<file path="config.mk">
export PLATFORM = sky130hd
export DESIGN_NAME = uart_tx_arbiter
export DESIGN_NICKNAME = d
export VERILOG_FILES = /design/src/rtl/uart_tx_arbiter.sv
export SDC_FILE = /design/constraint.sdc
export NUM_CORES = 1
export LEC_CHECK = 0
export BUFFER_PORTS_ARGS = -buffer_cell sky130_fd_sc_hd__clkbuf_2
export CAP_MARGIN = 20
export CORE_ASPECT_RATIO = 1.1
export CORE_UTILIZATION = 46
export CTS_CLUSTER_SIZE = 40
export DETAILED_ROUTE_END_ITERATION = 7
export GPL_TIMING_DRIVEN = 1
export PLACE_DENSITY_LB_ADDON = 0.12
export SKIP_LAST_GASP = 1
export SLEW_MARGIN = 20
export SYNTH_ARGS = -nofsm -noshare
export SYNTH_HDL_FRONTEND = slang
export SYNTH_SLANG_ARGS = --single-unit
</file>
<file path="constraint.sdc">
create_clock -name clk -period 2.1 [get_ports clk]
set_clock_uncertainty 0.2 [all_clocks]
set_input_delay 0.21 -clock clk [delete_from_list [all_inputs] [get_ports clk]]
set_output_delay 0.21 -clock clk [all_outputs]
set_load 0.005 [all_outputs]
</file>
<file path="src/rtl/uart_tx_arbiter.sv">
// Round-robin arbiter sharing one UART transmitter among NUM_REQ byte-stream requesters.
// Messages are never interleaved: the owner keeps the transmitter until its last byte completes.
module uart_tx_arbiter #(
   parameter  int NUM_REQ        = 4,
   parameter  int TIMEOUT_CYCLES = 1024,
   localparam int GW             = $clog2(NUM_REQ)
) (
   input  logic                 clk,
   input  logic                 rst_n,
   input  logic                 enable,
   input  logic [NUM_REQ-1:0]   req_valid,
   input  logic [8*NUM_REQ-1:0] req_data,
   input  logic [NUM_REQ-1:0]   req_last,
   output logic [NUM_REQ-1:0]   req_ready,
   output logic                 tx_enabled,
   output logic                 tx_start,
   output logic [7:0]           tx_data,
   input  logic                 tx_busy,
   input  logic                 tx_done,
   output logic [GW-1:0]        grant_id,
   output logic                 locked,
   input  logic                 err_clear,
   output logic                 err_timeout
);

   localparam int CW = $clog2(TIMEOUT_CYCLES) + 1;

   typedef enum logic [1:0] {
      IDLE,
      START,
      WAIT_BUSY,
      WAIT_DONE
   } state_t;

   state_t               state_q, state_d;
   logic [7:0]           tx_data_q, tx_data_d;
   logic [GW-1:0]        grant_id_q, grant_id_d;
   logic                 locked_q, locked_d;
   logic [GW-1:0]        ptr_q, ptr_d;
   logic [CW-1:0]        cnt_q, cnt_d;
   logic                 err_q, err_d;

   logic [GW-1:0]        sel;
   logic [GW-1:0]        idx;
   logic                 sel_found;
   logic [GW-1:0]        next_ptr;
   logic [NUM_REQ-1:0]   ready_raw;
   logic                 start_raw;
   logic                 byte_done;

   assign next_ptr = (grant_id_q == GW'(NUM_REQ - 1)) ? '0 : grant_id_q + 1'b1;

   // Open message pins the choice to its owner; otherwise search upward from the pointer.
   always_comb begin
      sel       = grant_id_q;
      sel_found = 1'b0;
      idx       = '0;
      if (locked_q) begin
         sel_found = req_valid[grant_id_q];
      end else begin
         for (int i = NUM_REQ - 1; i >= 0; i--) begin
            idx = GW'((int'(ptr_q) + i) % NUM_REQ);
            if (req_valid[idx]) begin
               sel       = idx;
               sel_found = 1'b1;
            end
         end
      end
   end

   always_comb begin
      state_d    = state_q;
      tx_data_d  = tx_data_q;
      grant_id_d = grant_id_q;
      locked_d   = locked_q;
      ptr_d      = ptr_q;
      cnt_d      = cnt_q;
      err_d      = err_q & ~err_clear;
      ready_raw  = '0;
      start_raw  = 1'b0;
      byte_done  = 1'b0;

      unique case (state_q)
         IDLE: begin
            if (enable && sel_found) begin
               ready_raw[sel] = 1'b1;
               tx_data_d      = req_data[{sel, 3'b000} +: 8];
               grant_id_d     = sel;
               locked_d       = ~req_last[sel];
               state_d        = START;
            end
         end
         START: begin
            start_raw = 1'b1;
            cnt_d     = '0;
            state_d   = WAIT_BUSY;
         end
         WAIT_BUSY: begin
            cnt_d = cnt_q + 1'b1;
            if (tx_busy) begin
               state_d = WAIT_DONE;
            end else if (tx_done) begin
               byte_done = 1'b1;
            end else if (cnt_q == CW'(TIMEOUT_CYCLES - 1)) begin
               err_d    = 1'b1;
               locked_d = 1'b0;
               ptr_d    = next_ptr;
               state_d  = IDLE;
            end
         end
         WAIT_DONE: begin
            if (tx_done) begin
               byte_done = 1'b1;
            end
         end
         default: state_d = IDLE;
      endcase

      // A dropped enable at byte completion aborts the rest of the open message.
      if (byte_done) begin
         state_d = IDLE;
         if (!locked_q || !enable) begin
            locked_d = 1'b0;
            ptr_d    = next_ptr;
         end
      end
   end

   always_ff @(posedge clk or negedge rst_n) begin
      if (!rst_n) begin
         state_q    <= IDLE;
         tx_data_q  <= '0;
         grant_id_q <= '0;
         locked_q   <= 1'b0;
         ptr_q      <= '0;
         cnt_q      <= '0;
         err_q      <= 1'b0;
      end else begin
         state_q    <= state_d;
         tx_data_q  <= tx_data_d;
         grant_id_q <= grant_id_d;
         locked_q   <= locked_d;
         ptr_q      <= ptr_d;
         cnt_q      <= cnt_d;
         err_q      <= err_d;
      end
   end

   // Combinational outputs are gated by rst_n so the transmitter is released the instant reset asserts.
   assign req_ready   = rst_n ? ready_raw : '0;
   assign tx_start    = start_raw;
   assign tx_enabled  = rst_n & (enable | (state_q != IDLE));
   assign tx_data     = tx_data_q;
   assign grant_id    = grant_id_q;
   assign locked      = locked_q;
   assign err_timeout = err_q;

endmodule
</file>
After elaboration in Yosys (flattened, before gate mapping):

Cells that the tools add are included.

* flip-flop bits (word level): 27
* bits of input ports: 46
* logic and storage cells: 100

* add/subtract/negate cells: 5
* $lt $le $gt $ge: 7
* eq/ne operators: 8
* shift operators: 1
* mux-type cells: 56
* bitwise logic cells: 5
* reductions and logical operators: 11

Operator list (count)
* $mux 2: 17
* $shiftx 32x6->8: 1
* $mux 1: 25
* $pmux 11 s2: 1
* $lt 2x3->1 const B: 6
* $bmux 1 s2: 6
* $mux 4: 3
* $add 11x1->11 const B: 1
* $eq 11x10->1 const B: 1
* $ne 4x4->1 const B: 2
* $eq 2x2->1 const B: 3
* $pmux 2 s3: 1
* $add 2x1->2 const B: 2
* $add 2x2->2 const B: 2
* $pmux 1 s2: 2
* $reduce_and 4->1: 1
* $reduce_bool 2->1: 2
* $reduce_bool 4->1: 1
* $ne 3x3->1 const B: 1
* $and 1x1->1: 2
* $demux 1 s2: 1
* $eq 2x1->1 const B: 1
* $ge 2x1->1 const B: 1
* $logic_and 1x1->1: 2
* 6 further kinds: 8

Logic depth before layout (Yosys ltp):

Gate-level depths: netlist (run 1).

* word-level depth: 15
* depth in mapped cells: 9
* gate-level depth less buffers: 8

Worst setup path after synthesis (run 1):

No wires, ideal clock.

* path type: register -> register
* start: register ptr_q[1]
* end: register tx_data_q[4] (netlist: tx_data[4])
* arrival: 1.936 ns
* data required time: 1.775 ns
* path slack: -0.161 ns
* stages on the path, launching flop included: 9
* path buffers: 2
* period minus slack after synthesis: 2.261 ns
* cell sequence: dfrtp_1 > buf_6 > nand2b_1 > a211oi_1 > a21oi_2 > nand2_4 > buf_6 > mux4_2 > mux2_4

* longest elaborated chain between the ends: 10
* elaborated cells on any way between the ends: 24

RTL lines
* start: declaration: RTL line 39 `logic [GW-1:0] ptr_q, ptr_d;`
* start signal: assignment: RTL line 143 `ptr_q <= ptr_d;`
* parallel branches: the longest is 10 deep, another holds $add 2x2->2
* end signal: assignment: RTL line 140 `tx_data_q <= tx_data_d;`
* end: declaration: RTL line 36 `logic [7:0] tx_data_q, tx_data_d;`

Parallel ways; which one is timed is not known. The select of a mux whose other input is x is not followed.
A chain may end at the register's enable or synchronous reset.

Worst setup path after layout (run 1):

* start: register grant_id_q[1] (netlist: grant_id[1])
* end: output req_ready[2]

* longest elaborated chain between the ends: 12
* elaborated cells on any way between the ends: 17

RTL lines
* start: declaration: RTL line 37 `logic [GW-1:0] grant_id_q, grant_id_d;`
* start signal: assignment: RTL line 141 `grant_id_q <= grant_id_d;`
* $mux 2 (4 in series): RTL line 63 `if (req_valid[idx]) begin`
* $mux 2: RTL line 58 `if (locked_q) begin`
* $lt 2x3->1 (not written as such) / $ge 2x1->1 (equally long branches): RTL line 86 `ready_raw[sel] = 1'b1;`
* $logic_and 1x1->1 (not written as such): RTL line 86
* $mux 1 (not written as such): RTL line 86
* $demux 1 s2: RTL line 86
* $mux 4 (*): RTL line 85 `if (enable && sel_found) begin`
* $mux 4 (*): RTL line 83 `unique case (state_q)`
* $mux 4 (*): RTL line 150 `assign req_ready = rst_n ? ready_raw : '0;`
* end: declaration: RTL line 14 `output logic [NUM_REQ-1:0] req_ready,`

Mark *: on every way between the ends. The rest lies on a longest branch, timed or not. The select of a mux whose other input is x is not followed.

==> key figures, run 1 <==
Pwr
  – Power per Cell Area: 1263 nW/um2
  – Max VDD drop: 0.6172 mV
  – Leakage: 1.379 nW
  – Power after layout: 3.666 mW

Logic synthesis
  – Synth Instances: 191
  – Area leader, netlist: dfrtp_1
  – Number of enable flip-flop cells after synthesis: 0
  – Yosys synthesis warning count: 0
  – Syn_area_per_cell: 9.944 um2
  – Synth async-reset ratio: 1.000
  – Synth Net Count: 243
  – Yosys top cell area share: 0.3557
  – Post-Syn Area: 1899 um2
  – Seq/Total Area, Yosys: 0.3557
  – Synth top cells by count: 27 x dfrtp_1, 21 x nand2_1, 10 x nand3_1, 10 x nor2_1, 9 x inv_1
  – Unique masters post-synth: 53
  – Top cells by area, synth: dfrtp_1 36%, mux4_1 5.5%, mux4_2 4.7%
  – Top_reg_cell synth: dfrtp_1
  – Top-count cell post-synth: dfrtp_1
  – Number of synthesized register bits: 27

Critical path
  – CP Class: register to output port
  – Reg2reg path depth: 8
  – Worst Setup SP: grant_id[1]
  – R2r setup slk: -0.22 ns
  – Critical path endpoint: req_ready[2]
  – Worst R2R End: tx_data[5]
  – Arrival time worst endpoint: 1.97 ns
  – Critical Path Sink Type: output port
  – Reg-to-Reg Start: ptr_q[1]
  – Critical-path maximum fanout: 4
  – Worst path required time: 1.69 ns
  – Startpoint types: register

STA
  – Setup TNS after final layout: -2.662 ns
  – Least-Margin Pin Slew: 0.4226 ns
  – Slew HR: 0.7173
  – Final setup viols: 14
  – Minimum clock period: 2.377 ns
  – Max frequency: 420.6 MHz
  – Final Max Tran Viols: 0
  – RSZ-0062 raised after global routing: true
  – Final hold vios: 0
  – Final Worst Setup Slack: -0.2773 ns
  – Fin crit share: 1.132

Floorplan
  – DIE WIDTH: 63.27 um
  – Die Y: 69.40 um
  – CORE AREA: 3964 um2
  – Ports: 64
  – Row count: 24
  – Die Area: 4390 um2
  – Initial core utilization: 0.4792

Layout
  – Layout Nets: 363
  – Area Overhead vs Synth: 52.83%
  – Final core occ: 0.7323
  – Fraction of layout cells with a size suffix above 1: 0.5710
  – FILL cells: 301
  – Diodes inserted: 0
  – FF+latch area: 681.9 um2
  – Multi-input gate area: 1256 um2
  – Cell area after layout: 2903 um2

Clocking
  – CTS Buf Count: 3
  – Clk sinks: 27
  – Clk Tree Root Cell: clkbuf_8
  – H-tree depth: 1
  – Worst skew pair latency: 0.28 ns
  – CTS tree: built
  – Clock Path Buffers: 2
  – Clk slew on worst S/H paths: 0.09 ns

Worst hold path
  – Tightest Hold Check Type: primary input to async pin

Placement
  – PortBufs: 63
  – Placed cell areas: 2541 um2
  – Gp weighted congestion: 0.8071
  – Detailed placer's ending HPWL: 3805 um

GRT
  – Initial antenna violation count: 0
  – First-pass GRT wire length: 8659 um
  – Largest net degree at the start of global routing: 17
  – Vias in the first global route: 1847
  – Total track usage: 0.2504
  – GRT Residual Overflow: 0

Detailed routing
  – Initial DRC count: 125
  – Via density: 5.318
  – Routed Antenna Nets: 0
  – Drt pass-1 iters: 4
  – DR WL/cell: 15.18 um
  – Via Count: 1925
  – Post-Route WL: 5494 um
  – DRC: 0

Status
  – Failing checks: setup timing
  – Status: complete, but fails checks

Run
  – Max-cap violations: 0
power breakdown:
group / switching (mW) / internal (mW)
sequential: 0.158 / 0.685
clock: 0.176 / 0.135
combinational: 1.09 / 1.42
cell type report:
cell class,instances,area share
multi-input cells,147,0.4328
clock inverters,1,0.002586
clock buffers,3,0.01422
well taps,52,0.02241
inverters,10,0.01724
repair buffers,122,0.2759
flip-flops and latches,27,0.2349
logic make-up (layout without fill, tap and decap cells):
logic type | Yosys count | after routing | synth area share
xor+xnor | 5 | 5 | 0.02306
flops | 27 | 27 | 0.3557
compound gates | 45 | 45 | 0.1654
mux | 19 | 19 | 0.1713
fa+ha+maj | 6 | 6 | 0.03952
buf+inv | 17 | 136 | 0.04545
simple gates | 72 | 72 | 0.1996
through the flow:
step                cells  hold WS (ns)  setup WS, ns
floorplan             191       -0.2856      -0.08856
global placement      338      -0.08036       -0.1454
detailed placement    338      -0.07978       -0.2125
CTS                   356       0.07891       -0.2486
global route          362       0.05630       -0.3459
finish                362       0.04942       -0.2773
state kept, by name, indices dropped and copies added, names as in the netlist:
signal / count
tx_data: 8
state_q: 2
ptr_q: 2
locked: 1
grant_id: 2
err_timeout: 1
cnt_q: 11
routing by layer:
layer	routed length [um]	track usage	vias to the layer above
met5	0	0	-
met4	116	0.06818	0
met1	2384	0.3158	926
li1	-	-	940
met2	2824	0.4492	48
met3	169	0.02796	11
cell usage in the layout (no fill, tap or decap), types with 7 or more instances in the layout:
| cell | n |
|---|---|
| inv_1 | 9 |
| mux4_2 | 8 |
| nand2_1 | 19 |
| buf_4 | 49 |
| o21ai_0 | 7 |
| dfrtp_1 | 22 |
| buf_6 | 8 |
| clkbuf_2 | 60 |
| nor2_1 | 9 |
| nand3_1 | 10 |
how the worst min path moves through the flow:
stage / end / slack, ns / cells after the start
after global placement: tx_data[3] / -0.08 / 1
after detailed placement: tx_data[5] / -0.08 / 1
final: state_q[0] / 0.05 / 3
after floorplan: cnt_q[0] / -0.29 / 0
after global routing: state_q[0] / 0.06 / 3
after CTS: state_q[1] / 0.08 / 3
what timing repair did:
item                                   4_1_cts  5_1_grt
gates cloned                                 0        0
setup endpoints to repair                   15       20
hold buffers                                 2        1
pin swaps                                    7        8
endpoints found under the hold margin       28        8
resized for setup                           17       32
setup buffers                               12        5
critical path, stage by stage, from the launching register on:
cell	delay, ns
dfrtp_2	0.42
mux4_2	0.50
mux2_4	0.30
nand3_4	0.13
nor2_4	0.05
and3_4	0.17
buf_6	0.12
(Power assumes the default switching activity.)
==> inputs of run 2 (changes only) <==
CORE_UTILIZATION = 47   (was 46)
CTS_BUF_LIST = sky130_fd_sc_hd__clkbuf_2 sky130_fd_sc_hd__clkbuf_4 sky130_fd_sc_hd__clkbuf_8   (was not set)
==> key figures, run 2 (synthesis gave the netlist of run 1 again) <==
Status
  – Status: complete, but fails checks (unchanged)
  – Failing checks: setup timing (unchanged)

STA
  – Least-Margin Pin Slew: 0.3354 ns (was 0.4226 ns)
  – Max frequency: 422.7 MHz (was 420.6 MHz)
  – Slew HR: 0.7764 (was 0.7173)
  – Final Max Tran Viols: 0 (unchanged)
  – Final setup viols: 14 (unchanged)
  – RSZ-0062 raised after global routing: true (unchanged)
  – Final Hold Slack: 0.08408 ns (was 0.04942 ns)
  – Final Worst Setup Slack: -0.2659 ns (was -0.2773 ns)
  – Final hold vios: 0 (unchanged)
  – Setup TNS after final layout: -2.639 ns (was -2.662 ns)
  – Fin crit share: 1.127 (was 1.132)
  – Minimum clock period: 2.366 ns (was 2.377 ns)

Layout
  – Fraction of layout cells with a size suffix above 1: 0.5460 (was 0.5710)
  – Area Overhead vs Synth: 53.89% (was 52.83%)
  – Top reg by flops: cnt_q (unchanged)
  – Fin cells: 365 (was 362)
  – Number of flip-flops under the largest register name: 11 (unchanged)
  – Most frequent cells in the layout: 60 x clkbuf_2, 51 x buf_4, 23 x dfrtp_1 (was 60 x clkbuf_2, 49 x buf_4, 22 x dfrtp_1)
  – FILL cells: 253 (was 301)
  – Layout Nets: 368 (was 363)
  – Commonest non-fill, non-tap cell in the layout: clkbuf_2 (unchanged)
  – Diodes inserted: 0 (unchanged)

Floorplan
  – Die Y: 68.67 um (was 69.40 um)
  – Initial core utilization: 0.5077 (was 0.4792)
  – Die Area: 4299 um2 (was 4390 um2)
  – CORE AREA: 3741 um2 (was 3964 um2)
  – Ports: 64 (unchanged)
  – Row count: 23 (was 24)
  – DIE WIDTH: 62.61 um (was 63.27 um)

Detailed routing
  – Via density: 5.608 (was 5.318)
  – Post-Route WL: 6450 um (was 5494 um)
  – Drt pass-1 iters: 4 (unchanged)
  – Routed Antenna Nets: 0 (unchanged)
  – DR WL/cell: 17.67 um (was 15.18 um)
  – Via Count: 2047 (was 1925)
  – Initial DRC count: 162 (was 125)
  – DRC: 0 (unchanged)

Worst hold path
  – Hold depth: 3
  – Tightest Hold Check Type: primary input to register (was primary input to async pin)

GRT
  – Grt met3 use: 0.02961 (was 0.02796)
  – Vias in the first global route: 2032 (was 1847)
  – Busiest grt layer: met2 (unchanged)
  – Largest net degree at the start of global routing: 16 (was 17)
  – First-pass GRT wire length: 9259 um (was 8659 um)
  – GR Util met2: 0.5476 (was 0.4492)
  – Initial antenna violation count: 0 (unchanged)
  – Met1 Track Usage GR: 0.3058 (was 0.3158)
  – Total track usage: 0.2876 (was 0.2504)
  – GRT Residual Overflow: 0 (unchanged)

Placement
  – Gp weighted congestion: 0.8339 (was 0.8071)
  – Detailed placer's ending HPWL: 4001 um (was 3805 um)
  – DP Worst Slack: -0.2140 ns (was -0.2125 ns)
  – Cells after DPL: 341 (was 338)
  – PortBufs: 63 (unchanged)

Clocking
  – Clock Path Buffers: 2 (unchanged)
  – Clk slew on worst S/H paths: 0.09 ns (about the same)
  – CTS Buf Count: 3 (unchanged)
  – Clk sinks: 27 (unchanged)
  – Clk Tree Root Cell: clkbuf_8 (unchanged)
  – CTS tree: built (unchanged)
  – H-tree depth: 1 (unchanged)
  – Worst skew pair latency: 0.27 ns (was 0.28 ns)

Pwr
  – P_int: 2.258 mW (was 2.245 mW)
  – Max VDD drop: 0.5160 mV (was 0.6172 mV)
  – Power per Cell Area: 1284 nW/um2 (was 1263 nW/um2)
  – Gate power share: 0.705 (was 0.685)
  – Leakage: 1.409 nW (was 1.379 nW)
  – Sequential power share: 0.214 (was 0.230)
  – Sw frac: 0.3985 (was 0.3878)
  – Clock share of power: 0.081 (was 0.085)
  – Power after layout: 3.754 mW (was 3.666 mW)
  – Sw power: 1.496 mW (was 1.422 mW)

Critical path
  – Worst path required time: 1.69 ns (about the same)
  – Critical-path maximum fanout: 6 (was 4)
  – Delay-heaviest family, CP: compound AO/OA/AOI/OAI gates (was multiplexers)
  – CP Cell Sequence: buf_6, a21oi_1, o21a_1, o21a_1, nand2_2, nor2_2, and3_1, clkbuf_2 (was mux4_2, mux2_4, nand3_4, nor2_4, and3_4, buf_6)
  – CP max stage cell: dfrtp_2 (was mux4_2)
  – Worst path most repeated cell: o21a_1
  – Arrival time worst endpoint: 1.96 ns (was 1.97 ns)
  – WP depth: 8 (was 6)
  – Critical Path Sink Type: output port (unchanged)
  – Max incr delay on CP: 0.45 ns (was 0.50 ns)
  – Reg2reg path depth: 6 (was 8)
  – Startpoint types: register (unchanged)
  – WP buf/inv: 2 (was 1)
  – CP Class: register to output port (unchanged)

Run
  – Max-cap violations: 0 (unchanged)
==> run 2: stage by stage <==
stage,instance area [um2],util
finish,2923,0.7813
global route,2923,0.7813
CTS,2850,0.7619
detailed placement,2589,0.6920
global placement,2589,0.6920
floorplan,1918,-
==> run 2: worst min-delay path, cell delays in order <==
cell      delay (ns)
clkbuf_2        0.11
o21a_1          0.15
a21oi_1         0.05
==> run 2: cell type report <==
type	count	area [um2]	share of cell area
clock buffer	3	41.29	0.01413
inverter	10	42.54	0.01455
sequential	27	680.7	0.2329
multi-input combinational	148	1251	0.4281
clock inverter	1	5.005	0.001712
tap	50	62.56	0.02140
timing repair buffer	126	839.6	0.2872
==> run 2: metal layers <==
metal	vias up	part of all wire
met5	-	0
met4	0	0.055
met3	29	0.040
met2	84	0.53
met1	979	0.38
li1	955	-
==> run 2: worst paths after layout <==
| path | start | end | slack, ns |
|---|---|---|---|
| max | ptr_q[1] | req_ready[2] | -0.27 |
| min | tx_done | state_q[1] | 0.08 |
| max reg2reg | ptr_q[1] | tx_data[1] | -0.25 |
| min reg2reg | tx_data[3] | tx_data[3] | 0.32 |
| max in group asynchronous | rst_n | ptr_q[0] | 1.11 |
| min in group asynchronous | rst_n | tx_data[7] | 0.13 |
==> run 2: power groups by stage <==
stage                     registers, mW  logic [mW]  clock network (mW)
final                             0.805        2.65               0.302
after global routing              0.821        2.80               0.333
after detailed placement          0.829        1.96                   0
after CTS                         0.794        2.39               0.306
after global placement            0.827        1.91                   0
after floorplan                   0.823        1.21                   0
==> run 2: repair_timing <==
action | CTS | global route
pin swaps | 12 | 10
endpoints found under the setup margin | 15 | 16
gates cloned | 1 | 0
buffers inserted | 13 | 4
endpoints found under the hold margin | 28 | 0
hold buffers | 2 | 0
gates resized for setup | 25 | 12
==> inputs of run 3 (changes only) <==
ABC_AREA = 1   (was not set)
CORE_UTILIZATION = 48   (was 47)
==> key figures, run 3 <==
Status
  – Status: complete, but fails checks (unchanged)
  – Failing checks: setup timing (unchanged)

Placement
  – Detailed placer's ending HPWL: 3990 um (was 4001 um)
  – Gp weighted congestion: 0.8644 (was 0.8339)
  – PortBufs: 63 (unchanged)
  – Placed cell areas: 2557 um2 (was 2589 um2)

Layout
  – Number of flip-flops under the largest register name: 11 (unchanged)
  – Diodes inserted: 0 (unchanged)
  – Commonest non-fill, non-tap cell in the layout: nand2_1 (was clkbuf_2)
  – Top reg by flops: cnt_q (unchanged)
  – Area Overhead vs Synth: 52.93% (was 53.89%)
  – Cell area after layout: 3163 um2 (was 2923 um2)
  – Most frequent cells in the layout: 78 x nand2_1, 62 x clkbuf_2, 44 x inv_1 (was 60 x clkbuf_2, 51 x buf_4, 23 x dfrtp_1)
  – Fraction of layout cells with a size suffix above 1: 0.4313 (was 0.5460)
  – Multi-input gate area: 1445 um2 (was 1251 um2)
  – FF+latch area: 679.4 um2 (was 680.7 um2)
  – Final core occ: 0.7802 (was 0.7813)
  – FILL cells: 294 (was 253)
  – Layout Nets: 475 (was 368)

Run
  – Max-cap violations: 0 (unchanged)

Pwr
  – Leakage: 1.733 nW (was 1.409 nW)
  – Power per Cell Area: 1508 nW/um2 (was 1284 nW/um2)
  – Max VDD drop: 0.8294 mV (was 0.5160 mV)

Logic synthesis
  – Number of enable flip-flop cells after synthesis: 0 (unchanged)
  – Unique masters post-synth: 30 (was 53)
  – Number of synthesized register bits: 27 (unchanged)
  – Yosys top cell area share: 0.3267 (was 0.3557)
  – Seq/Total Area, Yosys: 0.3267 (was 0.3557)
  – Synth Net Count: 375 (was 243)
  – Syn_area_per_cell: 6.403 um2 (was 9.944 um2)
  – Yosys synthesis warning count: 0 (unchanged)
  – Synth top cells by count: 100 x nand2_1, 49 x inv_1, 28 x nand3_1, 27 x dfrtp_1, 25 x nor2_1 (was 27 x dfrtp_1, 21 x nand2_1, 10 x nand3_1, 10 x nor2_1, 9 x inv_1)
  – Area leader, netlist: dfrtp_1 (unchanged)
  – Top-count cell post-synth: nand2_1 (was dfrtp_1)
  – Synth async-reset ratio: 1.000 (unchanged)
  – Top cells by area, synth: dfrtp_1 33%, nand2_1 18%, inv_1 8.9% (was dfrtp_1 36%, mux4_1 5.5%, mux4_2 4.7%)
  – Top_reg_cell synth: dfrtp_1 (unchanged)
  – Synth Instances: 323 (was 191)
  – Post-Syn Area: 2068 um2 (was 1899 um2)

GRT
  – First-pass GRT wire length: 9294 um (was 9259 um)
  – GRT Residual Overflow: 0 (unchanged)
  – Vias in the first global route: 2201 (was 2032)
  – Largest net degree at the start of global routing: 25 (was 16)
  – Total track usage: 0.2537 (was 0.2876)
  – Initial antenna violation count: 0 (unchanged)

Clocking
  – Clk sinks: 27 (unchanged)
  – Clock Path Buffers: 2 (unchanged)
  – H-tree depth: 1 (unchanged)
  – CTS tree: built (unchanged)
  – Worst skew pair latency: 0.28 ns (was 0.27 ns)
  – CTS Buf Count: 3 (unchanged)
  – Clk Tree Root Cell: clkbuf_8 (unchanged)
  – Clk slew on worst S/H paths: 0.09 ns (about the same)

Detailed routing
  – DRC: 0 (unchanged)
  – Drt pass-1 iters: 4 (unchanged)
  – Post-Route WL: 6544 um (was 6450 um)
  – Via Count: 2504 (was 2047)
  – Initial DRC count: 200 (was 162)
  – Via density: 5.283 (was 5.608)
  – Routed Antenna Nets: 0 (unchanged)
  – DR WL/cell: 13.81 um (was 17.67 um)

Critical path
  – WP buf/inv: 6 (was 2)
  – Startpoint types: register (unchanged)
  – Worst path most repeated cell: nand2_1 (was o21a_1)
  – CP max stage cell: dfrtp_2 (unchanged)
  – Critical-path maximum fanout: 7 (was 6)
  – CP Class: register to output port (unchanged)
  – CP Cell Sequence: clkinv_4, nand2_2, nand2_1, nor2_1, inv_1, nand2_1, inv_1, nand2_1, nand2_2, nand2_4, buf_12, inv_6, nor2_1, buf_2 (was buf_6, a21oi_1, o21a_1, o21a_1, nand2_2, nor2_2, and3_1, clkbuf_2)
  – Worst path required time: 1.69 ns (about the same)
  – Critical Path Sink Type: output port (unchanged)
  – Delay-heaviest family, CP: simple AND/OR/NAND/NOR gates (was compound AO/OA/AOI/OAI gates)
  – Arrival time worst endpoint: 2.08 ns (was 1.96 ns)
  – Max incr delay on CP: 0.46 ns (was 0.45 ns)

STA
  – RSZ-0062 raised after global routing: true (unchanged)
  – Max frequency: 401.9 MHz (was 422.7 MHz)
  – Slew HR: 0.6816 (was 0.7764)
  – Minimum clock period: 2.488 ns (was 2.366 ns)
  – Final Max Tran Viols: 0 (unchanged)
  – Least-Margin Pin Slew: 0.4759 ns (was 0.3354 ns)
  – Final setup viols: 15 (was 14)
  – Final Worst Setup Slack: -0.3884 ns (was -0.2659 ns)
  – Final hold vios: 0 (unchanged)
  – Fin crit share: 1.185 (was 1.127)

Floorplan
  – Row count: 24 (was 23)
  – Die Area: 4576 um2 (was 4299 um2)
  – Die Y: 70.85 um (was 68.67 um)
  – DIE WIDTH: 64.59 um (was 62.61 um)
  – Ports: 64 (unchanged)
  – CORE AREA: 4054 um2 (was 3741 um2)
  – Initial core utilization: 0.5102 (was 0.5077)

Worst hold path
  – Tightest Hold Check Type: primary input to register (unchanged)
==> run 3: cell type report <==
| class | instances | share of cell area |
|---|---|---|
| clock buffers | 3 | 0.01305 |
| clock inverters | 1 | 0.002373 |
| inverters | 52 | 0.06725 |
| multi-input cells | 233 | 0.4569 |
| flip-flops and latches | 27 | 0.2148 |
| well taps | 52 | 0.02057 |
| repair buffers | 106 | 0.2251 |
==> run 3: report_power, final <==
group	leakage [nW]	total [mW]	internal [mW]	switching, mW
Combinational	1.36	3.62	1.61	2.02
Sequential	0.351	0.837	0.676	0.161
Clock	0.0217	0.309	0.135	0.173
Total	1.73	4.77	2.42	2.35
==> run 3: worst paths after layout <==
| check | cells past startpoint | startpoint | to | slack (ns) |
|---|---|---|---|---|
| max in group asynchronous | 3 | rst_n | grant_id[0] | 1.00 |
| min in group asynchronous | 2 | rst_n | state_q[0] | 0.11 |
| hold / removal | 5 | req_data[27] | tx_data[3] | 0.1 |
| hold reg to reg | 2 | tx_data[7] | tx_data[7] | 0.29 |
| setup / recovery | 14 | ptr_q[0] | req_ready[2] | -0.39 |
| setup reg to reg | 16 | ptr_q[0] | tx_data[7] | -0.33 |
==> run 3: kinds of logic after synthesis <==
kind of cell	share of synthesized area
and+or+nand+nor	0.3854
AOI/OAI and AO/OA	0.1192
adders and majority gates	0.03630
buffers and inverters	0.1325
DFF	0.3267
==> run 3: worst reg2reg max path, cell delays in order (launching register included) <==
cell	delay, ns
dfrtp_2	0.46
clkinv_4	0.15
nand2_2	0.11
nand2_1	0.08
nor2_1	0.15
inv_1	0.10
nand2_1	0.11
a21oi_2	0.07
nand2_2	0.10
nand2_4	0.06
buf_12	0.14
buf_4	0.17
nand2_1	0.07
nand2_1	0.05
o21ai_1	0.17
nand2_1	0.11
nand2_1	0.07
==> run 3: through the flow <==
stage / power (mW) / hold WS, ns / worst slack, ns / TNS, ns / std cells
after floorplan: 2.501 / -0.2856 / 0.0009573 / 0 / 323
after global placement: 3.177 / -0.1427 / -0.007065 / -0.008743 / 449
after detailed placement: 3.223 / -0.1388 / -0.06515 / -0.2432 / 449
after CTS: 3.939 / 0.09424 / -0.2298 / -2.567 / 459
after global routing: 5.139 / 0.1197 / -0.4763 / -6.028 / 474
final: 4.768 / 0.09786 / -0.3884 / -4.336 / 474
==> run 3: metal layers <==
metal / part of all wire / vias up / GRT usage
met3: 0.040 / 18 / 0.01452
met2: 0.52 / 85 / 0.4655
met1: 0.42 / 1170 / 0.3184
met5: 0 / - / 0
li1: - / 1231 / -
met4: 0.024 / 0 / 0.07160
==> run 3: repair_timing <==
item / in CTS / in global routing
hold buffers: 2 / 0
gates resized for setup: 25 / 79
setup buffers: 3 / 14
gates cloned: 1 / 1
endpoints found under the hold margin: 28 / 0
setup endpoints to repair: 13 / 19
pin swaps: 7 / 26
